==> src/rtl/layer_sequencer_if.sv <==
// Host/datapath-facing signal bundle for layer_sequencer: program load, run control,
// layer completion and the registered instruction outputs.
interface layer_sequencer_if #(
    parameter int INSTRUCTION_WIDTH = 32,
    parameter int ADDR_WIDTH        = 4
);
    logic                         prog_we;
    logic [ADDR_WIDTH-1:0]        prog_addr;
    logic [INSTRUCTION_WIDTH-1:0] prog_data;
    logic [ADDR_WIDTH:0]          prog_len;
    logic                         start;
    logic                         layer_done;
    logic [INSTRUCTION_WIDTH-1:0] instruction_signal;
    logic                         instr_valid;
    logic [ADDR_WIDTH-1:0]        pc;
    logic                         busy;
    logic                         done;

    // Host/datapath side drives the program and handshake inputs.
    modport master (
        output prog_we, prog_addr, prog_data, prog_len, start, layer_done,
        input  instruction_signal, instr_valid, pc, busy, done
    );

    modport slave (
        input  prog_we, prog_addr, prog_data, prog_len, start, layer_done,
        output instruction_signal, instr_valid, pc, busy, done
    );
endinterface

==> src/rtl/layer_sequencer.sv <==
// Steps through a host-loaded program of layer instructions, presenting one at a time
// to the layer controller and advancing each time the datapath reports the layer done.
module layer_sequencer #(
    parameter int INSTRUCTION_WIDTH = 32,
    parameter int PROG_DEPTH        = 16,
    parameter int ADDR_WIDTH        = 4
) (
    input logic              clk,
    input logic              rst,
    layer_sequencer_if.slave bus
);

    typedef enum logic [1:0] {
        S_IDLE,
        S_ISSUE,
        S_WAIT,
        S_FINISH
    } state_t;

    localparam logic [ADDR_WIDTH:0] LP_DEPTH = (ADDR_WIDTH+1)'(PROG_DEPTH);

    logic [INSTRUCTION_WIDTH-1:0] r_mem [PROG_DEPTH];

    state_t                       r_state,  w_state_nxt;
    logic [ADDR_WIDTH:0]          r_len,    w_len_nxt;
    logic [ADDR_WIDTH-1:0]        r_pc,     w_pc_nxt;
    logic [INSTRUCTION_WIDTH-1:0] r_instr,  w_instr_nxt;
    logic                         r_valid,  w_valid_nxt;
    logic                         r_busy,   w_busy_nxt;
    logic                         r_done,   w_done_nxt;

    logic [ADDR_WIDTH:0]          w_len_capped;
    logic                         w_pc_is_last;

    // NOTE: the program store has no reset; it must survive rst and is only
    // ever written by the host, so clearing it would also cost a wide reset tree.
    always_ff @(posedge clk) begin
        if (bus.prog_we && (r_state == S_IDLE)) begin
            r_mem[bus.prog_addr] <= bus.prog_data;
        end
    end

    assign w_len_capped = (bus.prog_len > LP_DEPTH) ? LP_DEPTH : bus.prog_len;
    assign w_pc_is_last = (({1'b0, r_pc} + (ADDR_WIDTH+1)'(1)) == r_len);

    // NOTE: every signal assigned here gets a default first, so no path leaves
    // a value unassigned and no latch is inferred; blocking '=' is correct in
    // combinational logic, while the registers below use '<=' only.
    always_comb begin
        w_state_nxt = r_state;
        w_len_nxt   = r_len;
        w_pc_nxt    = r_pc;
        w_instr_nxt = r_instr;
        w_valid_nxt = 1'b0;
        w_busy_nxt  = r_busy;
        w_done_nxt  = 1'b0;

        unique case (r_state)
            S_IDLE: begin
                if (bus.start) begin
                    if (bus.prog_len == '0) begin
                        // Empty program completes immediately without ever going busy.
                        w_done_nxt = 1'b1;
                    end else begin
                        w_len_nxt   = w_len_capped;
                        w_pc_nxt    = '0;
                        w_busy_nxt  = 1'b1;
                        w_state_nxt = S_ISSUE;
                    end
                end
            end
            S_ISSUE: begin
                w_instr_nxt = r_mem[r_pc];
                w_valid_nxt = 1'b1;
                w_state_nxt = S_WAIT;
            end
            S_WAIT: begin
                if (bus.layer_done) begin
                    if (w_pc_is_last) begin
                        w_state_nxt = S_FINISH;
                    end else begin
                        w_pc_nxt    = r_pc + ADDR_WIDTH'(1);
                        w_state_nxt = S_ISSUE;
                    end
                end
            end
            S_FINISH: begin
                w_instr_nxt = '0;
                w_done_nxt  = 1'b1;
                w_busy_nxt  = 1'b0;
                w_pc_nxt    = '0;
                w_state_nxt = S_IDLE;
            end
            default: w_state_nxt = S_IDLE;
        endcase
    end

    always_ff @(posedge clk or posedge rst) begin
        if (rst) begin
            r_state <= S_IDLE;
            r_len   <= '0;
            r_pc    <= '0;
            r_instr <= '0;
            r_valid <= 1'b0;
            r_busy  <= 1'b0;
            r_done  <= 1'b0;
        end else begin
            r_state <= w_state_nxt;
            r_len   <= w_len_nxt;
            r_pc    <= w_pc_nxt;
            r_instr <= w_instr_nxt;
            r_valid <= w_valid_nxt;
            r_busy  <= w_busy_nxt;
            r_done  <= w_done_nxt;
        end
    end

    assign bus.instruction_signal = r_instr;
    assign bus.instr_valid        = r_valid;
    assign bus.pc                 = r_pc;
    assign bus.busy               = r_busy;
    assign bus.done               = r_done;

endmodule

==> src/flat_wrapper.sv <==
// flat-port wrapper written by rule: the top's interface ports become plain ports
module layer_sequencer_flat 
#(
    parameter int INSTRUCTION_WIDTH = 32,
    parameter int PROG_DEPTH        = 16,
    parameter int ADDR_WIDTH        = 4
)
  (clk, rst, bus_prog_we, bus_prog_addr, bus_prog_data, bus_prog_len, bus_start, bus_layer_done, bus_instruction_signal, bus_instr_valid, bus_pc, bus_busy, bus_done);
  layer_sequencer_if #(.INSTRUCTION_WIDTH(INSTRUCTION_WIDTH), .ADDR_WIDTH(ADDR_WIDTH)) bus_i ();
  input logic clk;
  input logic rst;
  input wire logic [$bits(bus_i.prog_we)-1:0] bus_prog_we;
  input wire logic [$bits(bus_i.prog_addr)-1:0] bus_prog_addr;
  input wire logic [$bits(bus_i.prog_data)-1:0] bus_prog_data;
  input wire logic [$bits(bus_i.prog_len)-1:0] bus_prog_len;
  input wire logic [$bits(bus_i.start)-1:0] bus_start;
  input wire logic [$bits(bus_i.layer_done)-1:0] bus_layer_done;
  output wire logic [$bits(bus_i.instruction_signal)-1:0] bus_instruction_signal;
  output wire logic [$bits(bus_i.instr_valid)-1:0] bus_instr_valid;
  output wire logic [$bits(bus_i.pc)-1:0] bus_pc;
  output wire logic [$bits(bus_i.busy)-1:0] bus_busy;
  output wire logic [$bits(bus_i.done)-1:0] bus_done;
  assign bus_i.prog_we = bus_prog_we;
  assign bus_i.prog_addr = bus_prog_addr;
  assign bus_i.prog_data = bus_prog_data;
  assign bus_i.prog_len = bus_prog_len;
  assign bus_i.start = bus_start;
  assign bus_i.layer_done = bus_layer_done;
  assign bus_instruction_signal = bus_i.instruction_signal;
  assign bus_instr_valid = bus_i.instr_valid;
  assign bus_pc = bus_i.pc;
  assign bus_busy = bus_i.busy;
  assign bus_done = bus_i.done;
  layer_sequencer #(.INSTRUCTION_WIDTH(INSTRUCTION_WIDTH), .PROG_DEPTH(PROG_DEPTH), .ADDR_WIDTH(ADDR_WIDTH)) u_core (.clk(clk), .rst(rst), .bus(bus_i));
endmodule
==> config.mk <==
export PLATFORM = sky130hd
export DESIGN_NAME = layer_sequencer_flat
export DESIGN_NICKNAME = d
export VERILOG_FILES = /design/src/rtl/layer_sequencer_if.sv /design/src/rtl/layer_sequencer.sv /design/src/flat_wrapper.sv
export SDC_FILE = /design/constraint.sdc
export NUM_CORES = 1
export LEC_CHECK = 0
export ABC_AREA = 1
export BUFFER_PORTS_ARGS = -buffer_cell sky130_fd_sc_hd__buf_2
export CAP_MARGIN = 5
export CORE_UTILIZATION = 55
export DETAILED_ROUTE_END_ITERATION = 7
export GPL_ROUTABILITY_DRIVEN = 0
export GPL_TIMING_DRIVEN = 0
export HOLD_SLACK_MARGIN = 0.06
export PLACE_DENSITY_LB_ADDON = 0.3
export SYNTH_ARGS = -nofsm -noshare
export SYNTH_HDL_FRONTEND = slang
export SYNTH_SLANG_ARGS = --single-unit
export TNS_END_PERCENT = 5
==> constraint.sdc <==
create_clock -name clk -period 3.5 [get_ports clk]
set_input_delay 0.35 -clock clk [delete_from_list [all_inputs] [get_ports clk]]
set_output_delay 0.35 -clock clk [all_outputs]
set_load 0.02 [all_outputs]
==> results.json, run 1 <==
{
  "final_cells": 2880,
  "whs_ns": 0.0970,
  "status": "completed",
  "path_depth": 7,
  "firstDrtPassIters": 6,
  "final_cell_mix": "814 x nand2_1, 512 x edfxtp_1, 237 x nand3_1",
  "antenna_left": 0,
  "core_region_area_sq_um": 41200,
  "cts-root-buf": "clkbuf_16",
  "die_y_um": 207,
  "slew_headroom_pct": 31.9,
  "cts_tree": "yes",
  "clk_transition_reported_paths_ns": 0.06,
  "n_antenna_cell": 0,
  "cts_buffers": 55,
  "layout_commonest_cell": "nand2_1",
  "rsz0062_at_grt": "false",
  "die_w_um": 207,
  "die_area_sq_um": 43000,
  "clock_skew_ns": 0.0108,
  "rows": 74,
  "crit_chain": "inv_1 > ha_1 > nor2_1 > nor2_1 > clkbuf_1 > nand2_1 > nand2_1",
  "rrSetupSlack_ns": 0.61,
  "drt_iter0_drc": 2159,
  "final-hold-violation-count": 0,
  "cp-end-kind": "register",
  "yosys.cell_types.count": 28,
  "finalSetupViolations": 0,
  "synth_top_area_share_pct": 66.2,
  "cts_buffer_depth": 3,
  "avgRoutedWirePerCell_um": 22.4,
  "p_per_area_nw_per_um2": 708,
  "syn-num-nets": 2190,
  "route.detailed.drc": 0,
  "leakagePower_nw": 10.7,
  "ys_warn_count": 0,
  "slowest_stage": "nor2_1",
  "finalCriticalPeriod_ns": 2.89,
  "port_buffers": 84,
  "hold_class": "in -> reg",
  "drv_cap": 0,
  "grt_pass1_vias": 15800,
  "dp_cells": 2772,
  "finalCritPeriodShare_pct": 82.6,
  "required_ns": 4.04,
  "io_pins": 85,
  "seq_area_frac_synth_pct": 71.2,
  "crit_path_start_kind": "register",
  "slew_viol_final": 0,
  "path_max_fanout": 10,
  "synth_top_area_cell": "edfxtp_1",
  "cts_max_level": 2,
  "syn_inst": 2139,
  "path_buf_inv": 2,
  "crit_path_max_incr_delay_ns": 0.85,
  "placed_cell_area_sq_um": 24800,
  "ys_ff_latch": 558,
  "area_growth_syn_to_layout_pct": 14.6,
  "post_cts_resize_count": 0,
  "reg2reg_depth": 7,
  "clk_latency_ns": 0.60,
  "critPathKind": "reg -> reg",
  "grt_max_degree": 28,
  "clock.fmax_mhz": 346,
  "hold_path_depth": 4,
  "antenna_found_initial": 2,
  "ir_drop_mv": 0.374,
  "tightestPinTransition_ns": 1.02,
  "globalRouteOverflowTotal": 0,
  "dpl.hpwl_um": 41200,
  "fin_nets": 2354,
  "route.final.wire_length_um": 64500,
  "drive_gt1_share_pct": 12.0,
  "crit_arrival_ns": 3.43,
  "synth_area_per_cell_sq_um": 10.9,
  "n_fill_cell": 3009,
  "vias": 16300,
  "synthTopCellsByArea": "edfxtp_1 66%, nand2_1 13%, nand3_1 5.1%",
  "initial_utilization_pct": 56.3,
  "grt_pass1_wl_um": 94600,
  "vias_per_cell": 5.68,
  "grt_usage_pct": 30.1,
  "final_cell_area_sq_um": 26600,
  "cts.sinks": 558,
  "crit_family": "simple AND/OR/NAND/NOR gates",
  "synth_area_sq_um": 23200
}
state kept, by name (all words and copies together), names as in the netlist:
signal and cells:
u_core.bus.busy 1, u_core.r_len 5, u_core.bus.pc 4, u_core.bus.instr_valid 1, u_core.bus.instruction_signal 32, u_core.r_mem 512
u_core.r_state 2, u_core.bus.done 1
worst min-delay path, cell delays in order:
cell	delay [ns]
buf_2	0.08
inv_1	0.05
nand2_1	0.08
o21a_1	0.12
power by group:
part,leakage [nW],switching [mW],total [mW],internal [mW]
sequential,5.19,0.146,7.78,7.64
combinational,4.61,3.79,5.28,1.49
clock,0.851,2.48,5.78,3.30
logic make-up after synthesis:
kind of cell | after synthesis | synth area share [%]
fa+ha+maj | 5 | 0.270
xor+xnor | 1 | 0.0377
compound gates | 75 | 1.66
buf+inv | 228 | 4.86
simple gates | 1272 | 22.0
flops | 558 | 71.2
metrics by stage:
step / power, mW / worst slack, ns / setup TNS [ns] / utilization, %
finish: 18.8 / 0.611 / 0 / 64.6
global route: 19.6 / 0.619 / 0 / 64.6
CTS: 18.7 / 0.805 / 0 / 64.6
detailed placement: 13.0 / 0.810 / 0 / 60.2
global placement: 12.9 / -0.909 / -372.13 / 59.0
floorplan: 11.1 / 0.776 / 0 / -
layout make-up:
cell class	instances	area [sq um]	area share [%]
Multi-Input combinational cell	1353	5670	21.3
Clock buffer	72	1500	5.65
Buffer	113	697	2.62
Tap cell	532	666	2.50
Inverter	115	432	1.62
Sequential cell	558	16500	62.1
Timing Repair Buffer	107	866	3.25
Clock inverter	30	241	0.908
final timing paths:
path                                                               from                                       endpoint
setup / recovery                          u_core.r_state[1]$_DFFE_PP0P_  u_core.bus.instruction_signal[28]$_DFFE_PP0P_
hold / removal                                          bus_prog_len[4]                    u_core.r_len[4]$_DFFE_PP0P_
setup reg to reg                          u_core.r_state[1]$_DFFE_PP0P_  u_core.bus.instruction_signal[28]$_DFFE_PP0P_
hold reg to reg            u_core.bus.instruction_signal[1]$_DFFE_PP0P_   u_core.bus.instruction_signal[1]$_DFFE_PP0P_
max in group asynchronous                                           rst  u_core.bus.instruction_signal[26]$_DFFE_PP0P_
min in group asynchronous                                           rst                      u_core.bus.done$_DFF_PP0_
synth_stat cells (all sizes together):
cell type	instances
nand3	238
dfrtp	46
buf	91
edfxtp	512
xnor2	1
nand3b	1
ha	5
a21boi	1
nor2	212
a22oi	1
o22ai	1
inv	114
clkinv	1
o21a	1
clkbuf	22
or2	2
a21oi	3
nand2	815
nand4	4
o21ai	68
metal layers:
| layer | vias up | GRT usage (%) | share of wire (%) |
|---|---|---|---|
| li1 | 7451 | - | - |
| met1 | 7615 | 38.0 | 36 |
| met2 | 1052 | 49.9 | 48 |
| met3 | 228 | 6.73 | 11 |
| met4 | 2 | 13.5 | 4.5 |
| met5 | - | 0 | 0.020 |
repair_timing:
| action | in CTS | in global routing |
|---|---|---|
| hold buffers | 6 | 0 |
| endpoints found under the hold margin | 24 | 0 |
| setup endpoints to repair | 0 | 0 |
| setup buffers | 0 | 0 |
No activity file was read; power rests on OpenSTA's default activity.
==> run 2, diff against run 1 <==
ABC_AREA = 0   (was 1)
clock period = 3 ns   (was 3.5 ns; I/O delays follow)
==> run 2 against run 1 <==
  * Core utilization up 1.1 points
  * Clock skew up 0.0071 ns
  * Global-route usage down 5.6 points
  * Die area down 8.0%
  * Cell area down 6.4%
  * Critical endpoint is now u_core.r_mem[4][26]$_DFFE_PP_
  * Maximum frequency up 2.8%
  * Sequential cell count unchanged
  * Total power up 7.7%
==> results.json, run 2 <==
{
  "crit_family": "simple AND/OR/NAND/NOR gates",
  "route.detailed.drc": 0,
  "synth_area_per_cell_sq_um": 21.6,
  "ir_drop_mv": 0.438,
  "dp_cells": 1604,
  "final_util_pct": 65.6,
  "syn_inst": 986,
  "worst_slack_ns": 0.190,
  "final_cell_mix": "512 x edfxtp_1, 128 x mux4_2, 96 x buf_2",
  "final-hold-violation-count": 0,
  "clk_transition_reported_paths_ns": 0.06,
  "cts_buffer_depth": 3,
  "clock_skew_ns": 0.0179,
  "syn-num-nets": 1037,
  "final_cells": 1724,
  "globalRouteOverflowTotal": 0,
  "drv_cap": 0,
  "synth_top_area_cell": "edfxtp_1",
  "path_buf_inv": 4,
  "fin_nets": 1217,
  "io_pins": 85,
  "cts.sinks": 558,
  "slew_viol_final": 0,
  "grt_pass1_wl_um": 68400,
  "antenna_found_initial": 1,
  "grt_pass1_vias": 10800,
  "finalSetupViolations": 0,
  "p_per_area_nw_per_um2": 815,
  "initial_utilization_pct": 56.2,
  "largest_reg_flops": 512,
  "port_buffers": 84,
  "tns_ns": 0,
  "layout_commonest_cell": "edfxtp_1",
  "n_fill_cell": 2457,
  "vias": 10500,
  "synth_enable_flop_cells": 512,
  "pre_cts_ws_ns": -0.196,
  "critPathKind": "reg -> reg",
  "clk_latency_ns": 0.60,
  "rows": 71,
  "crit_path_max_incr_delay_ns": 0.65,
  "largest_register": "u_core.r_mem",
  "finalCriticalPeriod_ns": 2.81,
  "firstDrtPassIters": 6,
  "hold_class": "in -> reg",
  "synth_area_sq_um": 21300,
  "drt_iter0_drc": 923,
  "tightestPinTransition_ns": 1.17,
  "status": "completed",
  "die_area_sq_um": 39600,
  "whs_ns": 0.0823,
  "clock.fmax_mhz": 356,
  "avgRoutedWirePerCell_um": 26.8,
  "cts_tree": "yes",
  "ys_ff_latch": 558,
  "cp-end-kind": "register",
  "grt_usage_pct": 24.5,
  "cts-root-buf": "clkbuf_16",
  "core_region_area_sq_um": 37900,
  "ys_warn_count": 0,
  "die_w_um": 199,
  "seq_area_frac_synth_pct": 77.5,
  "synth-async-reset-ratio_pct": 8.24,
  "required_ns": 3.29,
  "finalCritPeriodShare_pct": 93.7,
  "dpl.hpwl_um": 28100,
  "synth_top_area_share_pct": 72.1,
  "die_y_um": 199,
  "synth-main-ff-cell": "edfxtp_1",
  "drive_gt1_share_pct": 29.2,
  "area_growth_syn_to_layout_pct": 16.7,
  "path_max_fanout": 10,
  "antenna_left": 0,
  "rsz0062_at_grt": "false",
  "slew_headroom_pct": 21.8,
  "crit_path_start_kind": "register",
  "synthTopCellsByCount": "512 x edfxtp_1, 128 x mux4_2, 66 x mux2i_1",
  "cts_max_level": 2,
  "synthMostInstantiatedCell": "edfxtp_1",
  "cts_buffers": 54,
  "synthTopCellsByArea": "edfxtp_1 72%, mux4_2 14%, dfrtp_1 5.4%",
  "grt_max_degree": 35,
  "slowest_stage": "nor3_4",
  "vias_per_cell": 6.10,
  "path_common_cell": "buf_6",
  "crit_arrival_ns": 3.10,
  "leakagePower_nw": 8.01,
  "crit_chain": "inv_1 > ha_1 > clkbuf_2 > nand4b_1 > nor3_4 > buf_6 > buf_6",
  "route.final.wire_length_um": 46200,
  "yosys.cell_types.count": 43
}
run 2: cell types whose count changed after synthesis, moves of 10 or more:
cell	before	now
buf_2	44	12
nor2_1	212	51
buf_6	17	7
buf_4	21	1
nand2_1	814	10
a21oi_1	3	32
mux2i_1	0	66
inv_1	112	6
o21ai_0	49	1
o21ai_1	19	38
mux4_2	0	128
nand3_1	237	1
run 2: kinds of logic after synthesis:
group,share of synthesized area [%]
AOI/OAI and AO/OA,2.25
xor gates and xnor gates,0.205
adders and majority gates,0.293
buffers and inverters,1.30
DFF,77.5
muxes,16.7
and+or+nand+nor,1.72
run 2: worst paths after layout:
check | from | to | slack [ns] | cells after the start
max reg2reg | u_core.r_state[0]$_DFFE_PP0P_ | u_core.r_mem[4][26]$_DFFE_PP_ | 0.19 | 7
max in group asynchronous | rst | u_core.bus.instruction_signal[1]$_DFFE_PP0P_ | 2.20 | 4
max | u_core.r_state[0]$_DFFE_PP0P_ | u_core.r_mem[4][26]$_DFFE_PP_ | 0.19 | 7
min reg2reg | u_core.bus.instruction_signal[14]$_DFFE_PP0P_ | u_core.bus.instruction_signal[14]$_DFFE_PP0P_ | 0.50 | 2
min in group asynchronous | rst | u_core.bus.instruction_signal[19]$_DFFE_PP0P_ | 0.24 | 3
min | bus_prog_data[19] | u_core.r_mem[14][19]$_DFFE_PP_ | 0.08 | 1
run 2: per-layer routing:
metal	up-vias	global-route usage, %	share of wire [%]
li1	4444	-	-
met1	5548	33.5	42
met2	419	40.0	49
met3	100	3.97	6.3
met4	0	9.17	3.0
met5	-	0	0
run 2: worst reg2reg max path: stages (launching register included):
cell and delay (ns):
dfrtp_1 0.40, inv_1 0.14, ha_1 0.16, clkbuf_2 0.24, nand4b_1 0.45, nor3_4 0.65, buf_6 0.27, buf_6 0.20
run 2: power breakdown:
| group | switching, mW | total, mW | internal, mW | leakage (nW) |
|---|---|---|---|---|
| logic | 2.50 | 4.48 | 1.98 | 1.96 |
| registers | 0.230 | 9.12 | 8.89 | 5.20 |
| clock network | 2.76 | 6.69 | 3.93 | 0.855 |
run 2: repair_timing:
action	CTS	global route
resized for setup	3	0
endpoints found under the hold margin	96	0
endpoints found under the setup margin	49	0
buffers inserted	3	0
hold buffers	14	0
run 2: area by class of cell:
| class | instances | area [sq um] | area share (%) |
|---|---|---|---|
| Antenna cell | 1 | 2.50 | 0.0101 |
| Buffer | 48 | 253 | 1.02 |
| Clock buffer | 90 | 1620 | 6.51 |
| Clock inverter | 12 | 139 | 0.558 |
| Inverter | 7 | 26.3 | 0.106 |
| Multi-Input combinational cell | 373 | 4660 | 18.7 |
| Sequential cell | 558 | 16500 | 66.4 |
| Tap cell | 511 | 639 | 2.57 |
| Timing Repair Buffer | 124 | 1030 | 4.15 |
run 2: stage by stage:
| stage | total power [mW] | cell area, sq um |
|---|---|---|
| 2_1_floorplan | 12.4 | 21300 |
| 3_3_place_gp | 13.6 | 22400 |
| 3_5_place_dp | 13.8 | 23000 |
| 4_1_cts | 20.4 | 24900 |
| 5_1_grt | 21.0 | 24900 |
| 6_report | 20.3 | 24900 |
